**config.mk**
```make
export PLATFORM = sky130hd
export DESIGN_NAME = pattern_event_logger
export DESIGN_NICKNAME = d
export VERILOG_FILES = /design/src/rtl/patlog_pkg.sv /design/src/rtl/patlog_fifo.sv /design/src/rtl/pattern_event_logger.sv
export SDC_FILE = /design/constraint.sdc
export NUM_CORES = 1
export LEC_CHECK = 0
export CORE_MARGIN = 5
export CORE_UTILIZATION = 50
export DETAILED_ROUTE_END_ITERATION = 12
export PLACE_DENSITY_LB_ADDON = 0.12
export RECOVER_POWER = 50
export SLEW_MARGIN = 40
export SYNTH_ARGS = -nofsm -noshare
export SYNTH_HDL_FRONTEND = slang
export SYNTH_HIERARCHICAL = 1
export SYNTH_SLANG_ARGS = --single-unit
export TNS_END_PERCENT = 50
```
**constraint.sdc**
```tcl
create_clock -name clk -period 4.5 [get_ports clk]
set_input_delay 0.9 -clock clk [delete_from_list [all_inputs] [get_ports clk]]
set_output_delay 0.9 -clock clk [all_outputs]
set_load 0.005 [all_outputs]
```
**src/rtl/patlog_pkg.sv**
```systemverilog
// patlog_pkg: shared defaults, timestamp type and saturating-increment helper
package patlog_pkg;
  localparam int DEF_TS_W  = 16;
  localparam int DEF_CNT_W = 16;
  localparam int DEF_DEPTH = 8;
  typedef logic [DEF_TS_W-1:0] ts_t;
  // holds at the w-bit all-ones value instead of wrapping
  function automatic logic [31:0] sat_inc(input logic [31:0] v, input int w);
    logic [31:0] m;
    m = 32'hFFFF_FFFF >> (32 - w);
    return (v == m) ? v : v + 32'd1;
  endfunction
endpackage

```
**src/rtl/patlog_fifo.sv**
```systemverilog
// patlog_fifo: synchronous first-word-fall-through FIFO with registered storage
module patlog_fifo #(
  parameter int W = 16,
  parameter int DEPTH = 8,
  localparam int AW = $clog2(DEPTH)
) (
  input  logic          clk,
  input  logic          reset,
  input  logic          push,
  input  logic [W-1:0]  din,
  input  logic          pop,
  output logic [W-1:0]  dout,
  output logic          full,
  output logic          empty,
  output logic [AW:0]   level
);
  logic [W-1:0] mem_q [DEPTH];
  logic [W-1:0] mem_d [DEPTH];
  logic [AW-1:0] wr_q, wr_d, rd_q, rd_d;
  logic [AW:0] level_q, level_d;
  logic do_push, do_pop;
  assign empty = level_q == '0;
  assign full = level_q == (AW+1)'(DEPTH);
  assign dout = mem_q[rd_q];
  assign level = level_q;
  // a full FIFO still accepts a push when the head leaves on the same edge
  always_comb begin
    do_pop = pop && !empty;
    do_push = push && (!full || do_pop);
    mem_d = mem_q;
    if (do_push) mem_d[wr_q] = din;
    wr_d = do_push ? wr_q + 1'b1 : wr_q;
    rd_d = do_pop ? rd_q + 1'b1 : rd_q;
    level_d = level_q + (AW+1)'(do_push) - (AW+1)'(do_pop);
  end
  // storage and pointer registers; storage cleared so the head reads 0 after reset
  always_ff @(posedge clk) begin
    if (reset) begin
      mem_q <= '{default: '0};
      wr_q <= '0;
      rd_q <= '0;
      level_q <= '0;
    end else begin
      mem_q <= mem_d;
      wr_q <= wr_d;
      rd_q <= rd_d;
      level_q <= level_d;
    end
  end
endmodule

```
**src/rtl/pattern_event_logger.sv**
```systemverilog
// pattern_event_logger: timestamps and buffers recognizer matches; drop counter gated by PATLOG_DROP_COUNT_EN
module pattern_event_logger
  import patlog_pkg::*;
#(
  parameter int TS_W = DEF_TS_W,
  parameter int CNT_W = DEF_CNT_W,
  parameter int DEPTH = DEF_DEPTH
) (
  input  logic                   clk,
  input  logic                   reset,
  input  logic                   y,
  input  logic                   en,
  output logic [TS_W-1:0]        ts_data,
  output logic                   ts_valid,
  input  logic                   ts_ready,
  output logic [$clog2(DEPTH):0] fifo_level,
  output logic [CNT_W-1:0]       match_cnt,
  output logic                   overflow,
  output logic [CNT_W-1:0]       drop_cnt
);
  logic [TS_W-1:0] ts_q, ts_d;
  logic [CNT_W-1:0] match_cnt_q, match_cnt_d;
  logic overflow_q, overflow_d;
  logic ev, drop, full, empty;
  // event qualification, free-running timestamp, match counter and sticky overflow
  always_comb begin
    ev = y && en;
    drop = ev && full && !(ts_ready && !empty);
    ts_d = ts_q + 1'b1;
    match_cnt_d = ev ? CNT_W'(sat_inc(32'(match_cnt_q), CNT_W)) : match_cnt_q;
    overflow_d = overflow_q | drop;
  end
  // state registers
  always_ff @(posedge clk) begin
    if (reset) begin
      ts_q <= '0;
      match_cnt_q <= '0;
      overflow_q <= 1'b0;
    end else begin
      ts_q <= ts_d;
      match_cnt_q <= match_cnt_d;
      overflow_q <= overflow_d;
    end
  end
`ifdef PATLOG_DROP_COUNT_EN
  logic [CNT_W-1:0] drop_cnt_q, drop_cnt_d;
  // saturating count of discarded events
  always_comb drop_cnt_d = drop ? CNT_W'(sat_inc(32'(drop_cnt_q), CNT_W)) : drop_cnt_q;
  // drop counter register
  always_ff @(posedge clk) drop_cnt_q <= reset ? '0 : drop_cnt_d;
  assign drop_cnt = drop_cnt_q;
`else
  assign drop_cnt = '0;
`endif
  patlog_fifo #(.W(TS_W), .DEPTH(DEPTH)) u_fifo (
    .clk(clk),
    .reset(reset),
    .push(ev),
    .din(ts_q),
    .pop(ts_ready),
    .dout(ts_data),
    .full(full),
    .empty(empty),
    .level(fifo_level)
  );
  assign ts_valid = !empty;
  assign match_cnt = match_cnt_q;
  assign overflow = overflow_q;
endmodule

```
* Yosys cells after proc, flatten, opt, wreduce, memory -nomap -nowiden *
Cells that the tools add are included.
Widths: inputs -> output; s select.

storage, ports and cells
  register bits = 171
  output and inout bits = 54

operators by class
  add/sub/neg operators = 6
  magnitude comparators = 3
  equality and inequality tests = 2
  mux-type cells = 6
  bitwise operators = 4
  reduce and logical (&&, ||, !) cells = 12

operators with widths
  cell                   count
  $bwmux 128             1
  $bmux 16 s3            1
  $demux 16 s3           1
  $mux 16                3
  $add 16x1->16 const B  2
  $eq 16x16->1 const B   1
  $ge 4x4->1 const B     2
  $not 3->4              2
  $add 3x1->3 const B    2
  $logic_and 1x1->1      6
  $add 4x1->4            1
  $eq 4x4->1 const B     1
  $logic_not 4->1        1
  $lt 4x1->1 const B     1
  $sub 4x1->4            1
  $logic_not 1->1        3
  $reduce_and 2->1       1
  $logic_or 1x1->1       1
  $not 1->1              1
  $or 1x1->1             1

* Longest topological paths before layout *
Gate-level depths: netlist of the first run.

  word-level depth = 7
  depth in mapped cells = 11
  mapped depth without buffers = 11

* Modules after synthesis *
The synthesis of the first run kept the hierarchy.

by module, submodules not included
  module                instances  cells each  area each (um2)
  patlog_fifo           1          572         6349.8
  pattern_event_logger  1          192         1664.1

* Worst setup path after synthesis of the first run *
No wires, ideal clock.

  kind = input to register
  start = input port y
  end = register u_fifo.level_q[3], in the netlist u_fifo/level[3]
  arrival time = 2.702 ns
  path slack = 1.677 ns
  stages = 8
  path buffers = 1
  cell sequence = nand2_1 > inv_1 > buf_2 > or3_1 > ha_1 > a21o_1 > a21oi_1 > mux2_2

on the way
  word-level cells in the longest chain between the ends = 4

ends and longest elaborated chain
  what                  RTL line                    source
  start, declared       pattern_event_logger.sv:11  input logic y,
  $logic_and 1x1->1     pattern_event_logger.sv:27  ev = y && en;
  net ev                pattern_event_logger.sv:24  logic ev, drop, full, empty;
  $logic_and 1x1->1     patlog_fifo.sv:29           do_push = push && (!full || do_pop);
  $add 4x1->4           patlog_fifo.sv:34           level_d = level_q + (AW+1)'(do_push) - (AW+1)'(do_pop);
  $sub 4x1->4           patlog_fifo.sv:34
  end signal, assigned  patlog_fifo.sv:47           level_q <= level_d;
  end, declared         patlog_fifo.sv:20           logic [AW:0] level_q, level_d;

The timed path passes the listed nets, and every way through them passes these cells.
A chain may end at the register's enable or synchronous reset.

* Final worst setup path of the first run *
  start = register u_fifo.rd_q[1]
  end = output port ts_data[1]

on the way
  word-level cells in the longest chain between the ends = 4

ends and longest elaborated chain
  what                                         RTL line                    source
  start, declared                              patlog_fifo.sv:19           logic [AW-1:0] wr_q, wr_d, rd_q, rd_d;
  start signal, assigned                       patlog_fifo.sv:46           rd_q <= rd_d;
  $not 3->4 (not written as such)              patlog_fifo.sv:24           assign dout = mem_q[rd_q];
  $bmux 16 s3                                  patlog_fifo.sv:24
  $mux 16 (not written as such) (2 in series)  patlog_fifo.sv:24
  end, declared                                pattern_event_logger.sv:13  output logic [TS_W-1:0] ts_data,

Every way passes these cells. The select of a mux whose other input is x is not followed.

==> impl_metrics.ini, run 1 <==
[final_layout]
mostFrequentLayoutCells = dfxtp_1, nand2_1, mux2i_1
design_area_mm2 = 0.00897
final_util_pct = 56.7
final_nets = 803
final_common_cell = dfxtp_1
insertedDiodeCount = 0
syn_to_final_growth_pct = 11.9
drive_gt1_share_pct = 13.5

[synth]
synth_top_family_by_area = multiplexers
ys_warn_count = 6
synthSimpleGateAreaFrac_pct = 14.6
syn_inst = 764
synth_seq_area_share_pct = 42.7
yosys.area.top_type = dfxtp_1
synth.avg_cell_area_um2 = 10.5
synth.distinct_cells = 64
synthMuxAreaShare_pct = 28.4
synth_edf_count = 0
syn_area_mm2 = 0.00801
netlist.area_leader.share_pct = 42.7
synth-xor-area-share_pct = 1.09
synth-seq-cells = 171
synth_ff_type = dfxtp_1
synth-adder-area-share_pct = 1.65
synth_async_sr_flop_share_pct = 0
synth_compound_area_share_pct = 5.28
synthTopCellsByArea = dfxtp_1, mux2i_1, mux4_2

[global_routing]
grt_pass1_vias = 5628
overflow = 0
antenna_found_initial = 0
grt_max_degree = 125
grt_pass1_wl_mm = 28.2
track_usage_pct = 19.2

[hold_path]
worstHoldStart = u_fifo/mem_q[89]$_SDFFE_PP0P_
hold_path_class = register to register

[detailed_routing]
routed_via_density = 5.41
first_iter_violations = 248
wl_mm = 17.0
drc = 0
drt-wirelength-per-cell_um = 16.7
dr.pass1.iters = 4
detailroute.via_count = 5487
antenna_left = 0

[worst_setup_path]
required_ps = 3600
cp-end-kind = output port
cp_max_fo = 18
startpoint = u_fifo/rd_q[1]$_SDFFE_PP0N_
reg2reg_from = u_fifo/level[2]$_SDFF_PP0_
startpoint_type = register
path_class = register to output port
rrSetupSlack_ps = 1160
worst_ep_arrival_time_ps = 2690

[clock_network]
cts_tree = done
ctsResizeCount = 0
clock-root-buffer = clkbuf_16
numCtsBuffers = 17
cts.sinks = 171
clk_latency_ps = 420
cts_hold_buf = 0
cts.clk_slew.worst_paths_ps = 60
cts_max_path_buffers = 2
h-tree-depth = 4
cts_setup_buffers = 0

[die]
start_util_pct = 50.6
core_area_mm2 = 0.0158
die_w_um = 137
rows = 46
io_pins = 59
dieArea_mm2 = 0.0187
die_h_um = 137

[pwr]
power.density_mw_per_mm2 = 393
power.leakage_uw = 0.00389
vdd_drop_max_v = 0.000276

[sta]
whs_ps = 456
slew_headroom_pct = -43.9
hold_violations = 0
min_period_ps = 3590
finalCritPeriodShare_pct = 79.8
tightestPinTransition_ps = 2160
setup_viol_count_final = 0
clock.fmax_mhz = 279
final-max-slew-violation-count = 52
rsz0062_at_grt = false
skew_ps = 5.86
setup-tns-final_ps = 0
setup_ws_ps = 910

[placed_design]
pre_cts_ws_ps = 1060
hpwl_mm = 11.3
place_area_mm2 = 0.00847
io_buffer_count = 42
place.gp.congestion = 0.801

[flow_run]
maxCapViolCount = 2

[outcome]
violations = capacitance limit, slew limit
outcome = complete, but fails checks
-- metal layers --
metal / global-route usage, % / part of all wire (%) / up-vias
met5: 0 / 0 / -
met4: 5.60 / 1.4 / 0
met3: 5.04 / 3.5 / 16
met2: 32.0 / 49 / 77
met1: 24.7 / 46 / 2683
li1: - / - / 2711
-- logic make-up (layout without fill, tap and decap cells) --
| logic type | count (synthesis) | count (layout) |
|---|---|---|
| AND/OR/NAND/NOR | 252 | 252 |
| multiplexers | 184 | 184 |
| flip-flops | 171 | 171 |
| buffers and inverters | 81 | 101 |
| AO/OA/AOI/OAI | 55 | 55 |
| adder cells (fa/ha/maj) | 10 | 10 |
| XOR/XNOR | 10 | 10 |
| other | 1 | 16 |
-- where the power goes --
part / total, uW / switching [uW] / internal, uW
sequential: 1580 / 41.3 / 1540
clock: 1480 / 587 / 897
combinational: 458 / 251 / 206
-- flip-flops by register name, indices dropped and copies added (netlist names) --
name,cells
u_fifo/mem_q,128
match_cnt,16
ts_q,16
u_fifo/level,4
u_fifo/rd_q,3
u_fifo/wr_q,3
overflow,1
-- critical path, stage by stage, from the launching register on --
cell and delay, ps:
dfxtp_2 710, buf_12 270, mux4_2 520, mux2_2 290, clkdlybuf4s50_1 470
-- final timing paths --
check             cells past startpoint                             to
setup / recovery                      4                     ts_data[1]
hold / removal                        2  u_fifo/mem_q[89]$_SDFFE_PP0P_
hold reg to reg                       2  u_fifo/mem_q[89]$_SDFFE_PP0P_
setup reg to reg                      6  u_fifo/mem_q[46]$_SDFFE_PP0P_
-- synth_stat cells (2+ instances only) --
cell,count
and4_1,2
inv_1,17
nor4_1,4
nor3_1,6
buf_12,4
or3_1,8
mux2i_1,130
xor2_1,5
xnor2_1,5
buf_6,4
o211ai_1,2
nand2_1,155
mux4_2,32
nand4_1,8
a21oi_1,19
o2111ai_4,2
o21ai_0,8
mux2_2,21
buf_2,11
o31ai_1,4
buf_4,18
a211oi_1,2
ha_1,9
nand2b_1,4
nand3_1,9
a211o_1,4
dfxtp_1,171
and3_1,4
buf_1,2
nor2_1,28
nor2b_1,8
o211ai_4,2
or4_1,3
buf_8,2
clkbuf_1,22
-- final cells by class --
type	instances	area, um2
Timing Repair Buffer	53	509
Clock buffer	20	457
Fill cell	1388	6860
Sequential cell	171	3430
Tap cell	216	270
Clock inverter	10	144
Multi-Input combinational cell	527	4090
Inverter	18	75.1
-- through the flow --
| stage | instances | power, uW |
|---|---|---|
| floorplan | 779 | 1970 |
| global placement | 981 | 2090 |
| detailed placement | 985 | 2100 |
| CTS | 1015 | 3600 |
| global route | 1015 | 3690 |
| finish | 1015 | 3530 |
Power figures use the tool's default switching activity.
==> run 2, diff against run 1 <==
- clock period: 4.5 -> 3.72 ns (I/O delays scaled with it)
==> impl_metrics.ini, run 2 (same netlist as run 1, synthesis figures left out) <==
[outcome]
outcome = complete, but fails checks
violations = capacitance limit, slew limit

[clock_network]
cts.clk_slew.worst_paths_ps = 60
clk_latency_ps = 420
cts_setup_buffers = 0
clock-root-buffer = clkbuf_16
h-tree-depth = 4
numCtsBuffers = 17
cts_hold_buf = 0
cts_max_path_buffers = 2
cts.sinks = 171
cts_tree = done
ctsResizeCount = 0

[die]
dieArea_mm2 = 0.0187
die_w_um = 137
io_pins = 59
rows = 46
start_util_pct = 50.6
core_area_mm2 = 0.0158
die_h_um = 137

[flow_run]
maxCapViolCount = 1

[sta]
min_period_ps = 3320
hold_violations = 0
skew_ps = 10.1
tightestPinTransition_ps = 2140
finalCritPeriodShare_pct = 89.2
setup_viol_count_final = 0
slew_headroom_pct = -42.5
setup-tns-final_ps = 0
rsz0062_at_grt = false
clock.fmax_mhz = 301
final-max-slew-violation-count = 52

[detailed_routing]
antenna_left = 0
wl_mm = 17.1
first_iter_violations = 216
dr.pass1.iters = 4
drc = 0
drt-wirelength-per-cell_um = 16.8
routed_via_density = 5.40
detailroute.via_count = 5508

[placed_design]
place_area_mm2 = 0.00849
place.gp.congestion = 0.787
hpwl_mm = 11.3
io_buffer_count = 42

[worst_setup_path]
cp_max_fo = 15
reg2reg_to = u_fifo/mem_q[111]$_SDFFE_PP0P_
rr_worst_depth = 7
rrSetupSlack_ps = 800
reg2reg_from = u_fifo/level[2]$_SDFF_PP0_
cp-end-kind = register
startpoint_type = primary input
path_class = primary input to register
required_ps = 4060
worst_ep_arrival_time_ps = 3660

[final_layout]
drive_gt1_share_pct = 14.2
insertedDiodeCount = 0
final_nets = 806
design_area_mm2 = 0.00905
mostFrequentLayoutCells = dfxtp_1, nand2_1, mux2i_1
regMostFlops = u_fifo/mem_q
final_common_cell = dfxtp_1
final_util_pct = 57.2
largest_register_ffs = 128
syn_to_final_growth_pct = 12.9

[hold_path]
hold_end = u_fifo/mem_q[83]$_SDFFE_PP0P_
hold_path_class = register to register
worstHoldStart = u_fifo/mem_q[83]$_SDFFE_PP0P_
worstHoldPathCells = 2

[global_routing]
antenna_found_initial = 0
grt_max_degree = 95
overflow = 0
track_usage_pct = 19.5
grt_pass1_vias = 5701
grt_pass1_wl_mm = 28.7

[pwr]
power.leakage_uw = 0.00392
vdd_drop_max_v = 0.000335
total_power_uw = 4350
power.density_mw_per_mm2 = 480
run 2: worst max path at each step:
stage / from / endpoint / slack, ps / depth (start not counted)
3_5_place_dp: y / u_fifo/level[3]$_SDFF_PP0_ / 730 / 8
2_1_floorplan: y / u_fifo/level[3]$_SDFF_PP0_ / 1050 / 8
3_3_place_gp: y / u_fifo/mem_q[7]$_SDFFE_PP0P_ / 670 / 7
6_report: y / u_fifo/mem_q[111]$_SDFFE_PP0P_ / 400 / 9
4_1_cts: u_fifo/rd_q[1]$_SDFFE_PP0N_ / ts_data[0] / 420 / 4
5_1_grt: y / u_fifo/mem_q[99]$_SDFFE_PP0P_ / 280 / 9
run 2: area by class of cell:
class | instances | area [um2]
Clock buffer | 18 | 429
Clock inverter | 14 | 195
Fill cell | 1360 | 6780
Inverter | 18 | 72.6
Multi-Input combinational cell | 527 | 4100
Sequential cell | 171 | 3430
Tap cell | 216 | 270
Timing Repair Buffer | 56 | 557
run 2: metrics by stage:
step	worst slack (ps)	hold WS, ps	instances
global route	284	474	1020
floorplan	1050	432	779
global placement	670	439	985
detailed placement	728	449	988
CTS	419	460	1020
finish	402	458	1020
run 2: layer usage:
| layer | vias to the layer above | share of wire [%] | track usage, % | wire [um] |
|---|---|---|---|---|
| met5 | - | 0 | 0 | 0 |
| met4 | 0 | 0.92 | 5.94 | 158 |
| met3 | 11 | 2.7 | 4.12 | 462 |
| met2 | 83 | 49 | 32.2 | 8410 |
| met1 | 2694 | 47 | 25.6 | 8070 |
| li1 | 2720 | - | - | - |
run 2: critical path: stages:
cell           delay (ps)
dlygate4sd3_1         530
nand2_1               260
inv_1                  90
clkbuf_1              320
and2b_1               320
o211ai_1              480
clkbuf_1              480
buf_8                 220
mux2i_1               200
run 2: power by group:
| part | internal (uW) | switching (uW) | total, uW | leakage (uW) |
|---|---|---|---|---|
| Sequential | 1870 | 43.0 | 1910 | 0.00138 |
| Combinational | 260 | 322 | 582 | 0.00225 |
| Clock | 1130 | 731 | 1860 | 0.000293 |
| Total | 3250 | 1100 | 4350 | 0.00392 |
==> run 3, diff against run 2 <==
- DONT_BUFFER_PORTS: unset -> 1
- clock period: 3.72 -> 4.29 ns (I/O delays scaled with it)
==> impl_metrics.ini, run 3 (same netlist as run 1, synthesis figures left out) <==
[die]
core_area_mm2 = 0.0158
start_util_pct = 50.6
dieArea_mm2 = 0.0187
rows = 46
die_h_um = 137
io_pins = 59
die_w_um = 137

[sta]
min_period_ps = 3260
setup_viol_count_final = 0
final-max-slew-violation-count = 8
rsz0062_at_grt = false
tightestPinTransition_ps = 1620
slew_headroom_pct = -8.30
hold_violations = 0
setup_ws_ps = 1030
skew_ps = 11.8
clock.fmax_mhz = 307
finalCritPeriodShare_pct = 76.0
setup-tns-final_ps = 0

[worst_setup_path]
cpPeakStageDelay_ps = 1130
startpoint_type = register
required_ps = 4640
worst_ep_arrival_time_ps = 3610
cpMaxStageDelayCell = o2111ai_1
cp_max_fo = 9
cp-end-kind = register
path_class = register to register
worst-path-buf-inv = 2
rrSetupSlack_ps = 1030
crit_chain = inv_1 -> ha_1 -> or3b_1 -> o2111ai_1 -> clkbuf_1 -> mux2i_1
critPathTopFamily = compound AO/OA/AOI/OAI gates

[detailed_routing]
antenna_left = 0
detailroute.via_count = 5376
routed_via_density = 5.53
drt-wirelength-per-cell_um = 17.3
dr.pass1.iters = 4
first_iter_violations = 265
drc = 0
wl_mm = 16.8

[clock_network]
cts.sinks = 171
h-tree-depth = 4
ctsResizeCount = 0
numCtsBuffers = 17
clk_latency_ps = 430
cts_setup_buffers = 0
cts.clk_slew.worst_paths_ps = 60
cts_hold_buf = 0
cts_tree = done
cts_max_path_buffers = 2
clock-root-buffer = clkbuf_16

[final_layout]
syn_to_final_growth_pct = 5.76
largest_register_ffs = 128
drive_gt1_share_pct = 13.3
mostFrequentLayoutCells = dfxtp_1, nand2_1, mux2i_1
regMostFlops = u_fifo/mem_q
final_common_cell = dfxtp_1
final_nets = 759
insertedDiodeCount = 0

[global_routing]
grt_pass1_vias = 5446
grt_pass1_wl_mm = 27.5
antenna_found_initial = 0
track_usage_pct = 18.8
grt_max_degree = 121
overflow = 0

[outcome]
outcome = complete, but fails checks
violations = capacitance limit, slew limit

[placed_design]
hpwl_mm = 11.1
place.gp.congestion = 0.807
pre_cts_ws_ps = 1240
io_buffer_count = 0

[flow_run]
maxCapViolCount = 1

[pwr]
vdd_drop_max_v = 0.000293
power.leakage_uw = 0.00364
power.density_mw_per_mm2 = 411

[hold_path]
hold_path_class = register to register
## run 3: cell count changes in the layout (fill, tap and decap cells not counted), moves of 3 or more
cell	change
clkdlybuf4s50_1	-19
clkbuf_8	+4
a211o_1	+3
bufinv_16	-4
a211o_2	-3
clkinv_4	-3
clkinv_2	+3
dlygate4sd3_1	-22
## run 3: cell type report
type                       instances  area [um2]
fill                            1449        7350
multi-input combinational        527        4080
sequential                       171        3430
clock buffer                      25         495
tap                              216         270
timing repair buffer               9        88.8
inverter                          18        75.1
clock inverter                     7        40.0
## run 3: path summary, 6_finish.rpt
check | start | cells after the start | end
max | u_fifo/level[2]$_SDFF_PP0_ | 6 | u_fifo/mem_q[59]$_SDFFE_PP0P_
min | u_fifo/mem_q[0]$_SDFFE_PP0P_ | 2 | u_fifo/mem_q[0]$_SDFFE_PP0P_
min reg2reg | u_fifo/mem_q[0]$_SDFFE_PP0P_ | 2 | u_fifo/mem_q[0]$_SDFFE_PP0P_
max reg2reg | u_fifo/level[2]$_SDFF_PP0_ | 6 | u_fifo/mem_q[59]$_SDFFE_PP0P_
## run 3: worst min-delay path: stages, from the launching register on
cell and delay, ps:
dfxtp_1 310, nand2_1 50, mux2i_1 50
## run 3: per-layer routing
metal	share of wire (%)	global-route usage (%)	vias up	wire length, um
met2	49	30.7	92	8160
li1	-	-	2626	-
met3	4.3	4.38	17	726
met1	46	24.1	2641	7680
met5	0	0	-	0
met4	1.4	7.45	0	237
## run 3: where the power goes
group          switching (uW)  internal, uW  leakage (uW)
clock                     600           797      0.000263
combinational             210           174       0.00199
sequential               83.3          1620       0.00138
## run 3: per-stage QoR
stage / util (%) / hold slack [ps] / instances / area [um2] / total power (uW)
2_1_floorplan: - / 432 / 779 / 8070 / 2070
3_3_place_gp: 50.3 / 440 / 937 / 7960 / 2140
3_5_place_dp: 50.9 / 450 / 941 / 8060 / 2150
4_1_cts: 54.3 / 459 / 973 / 8600 / 3550
5_1_grt: 53.5 / 466 / 973 / 8480 / 3640
6_report: 53.5 / 456 / 973 / 8480 / 3480
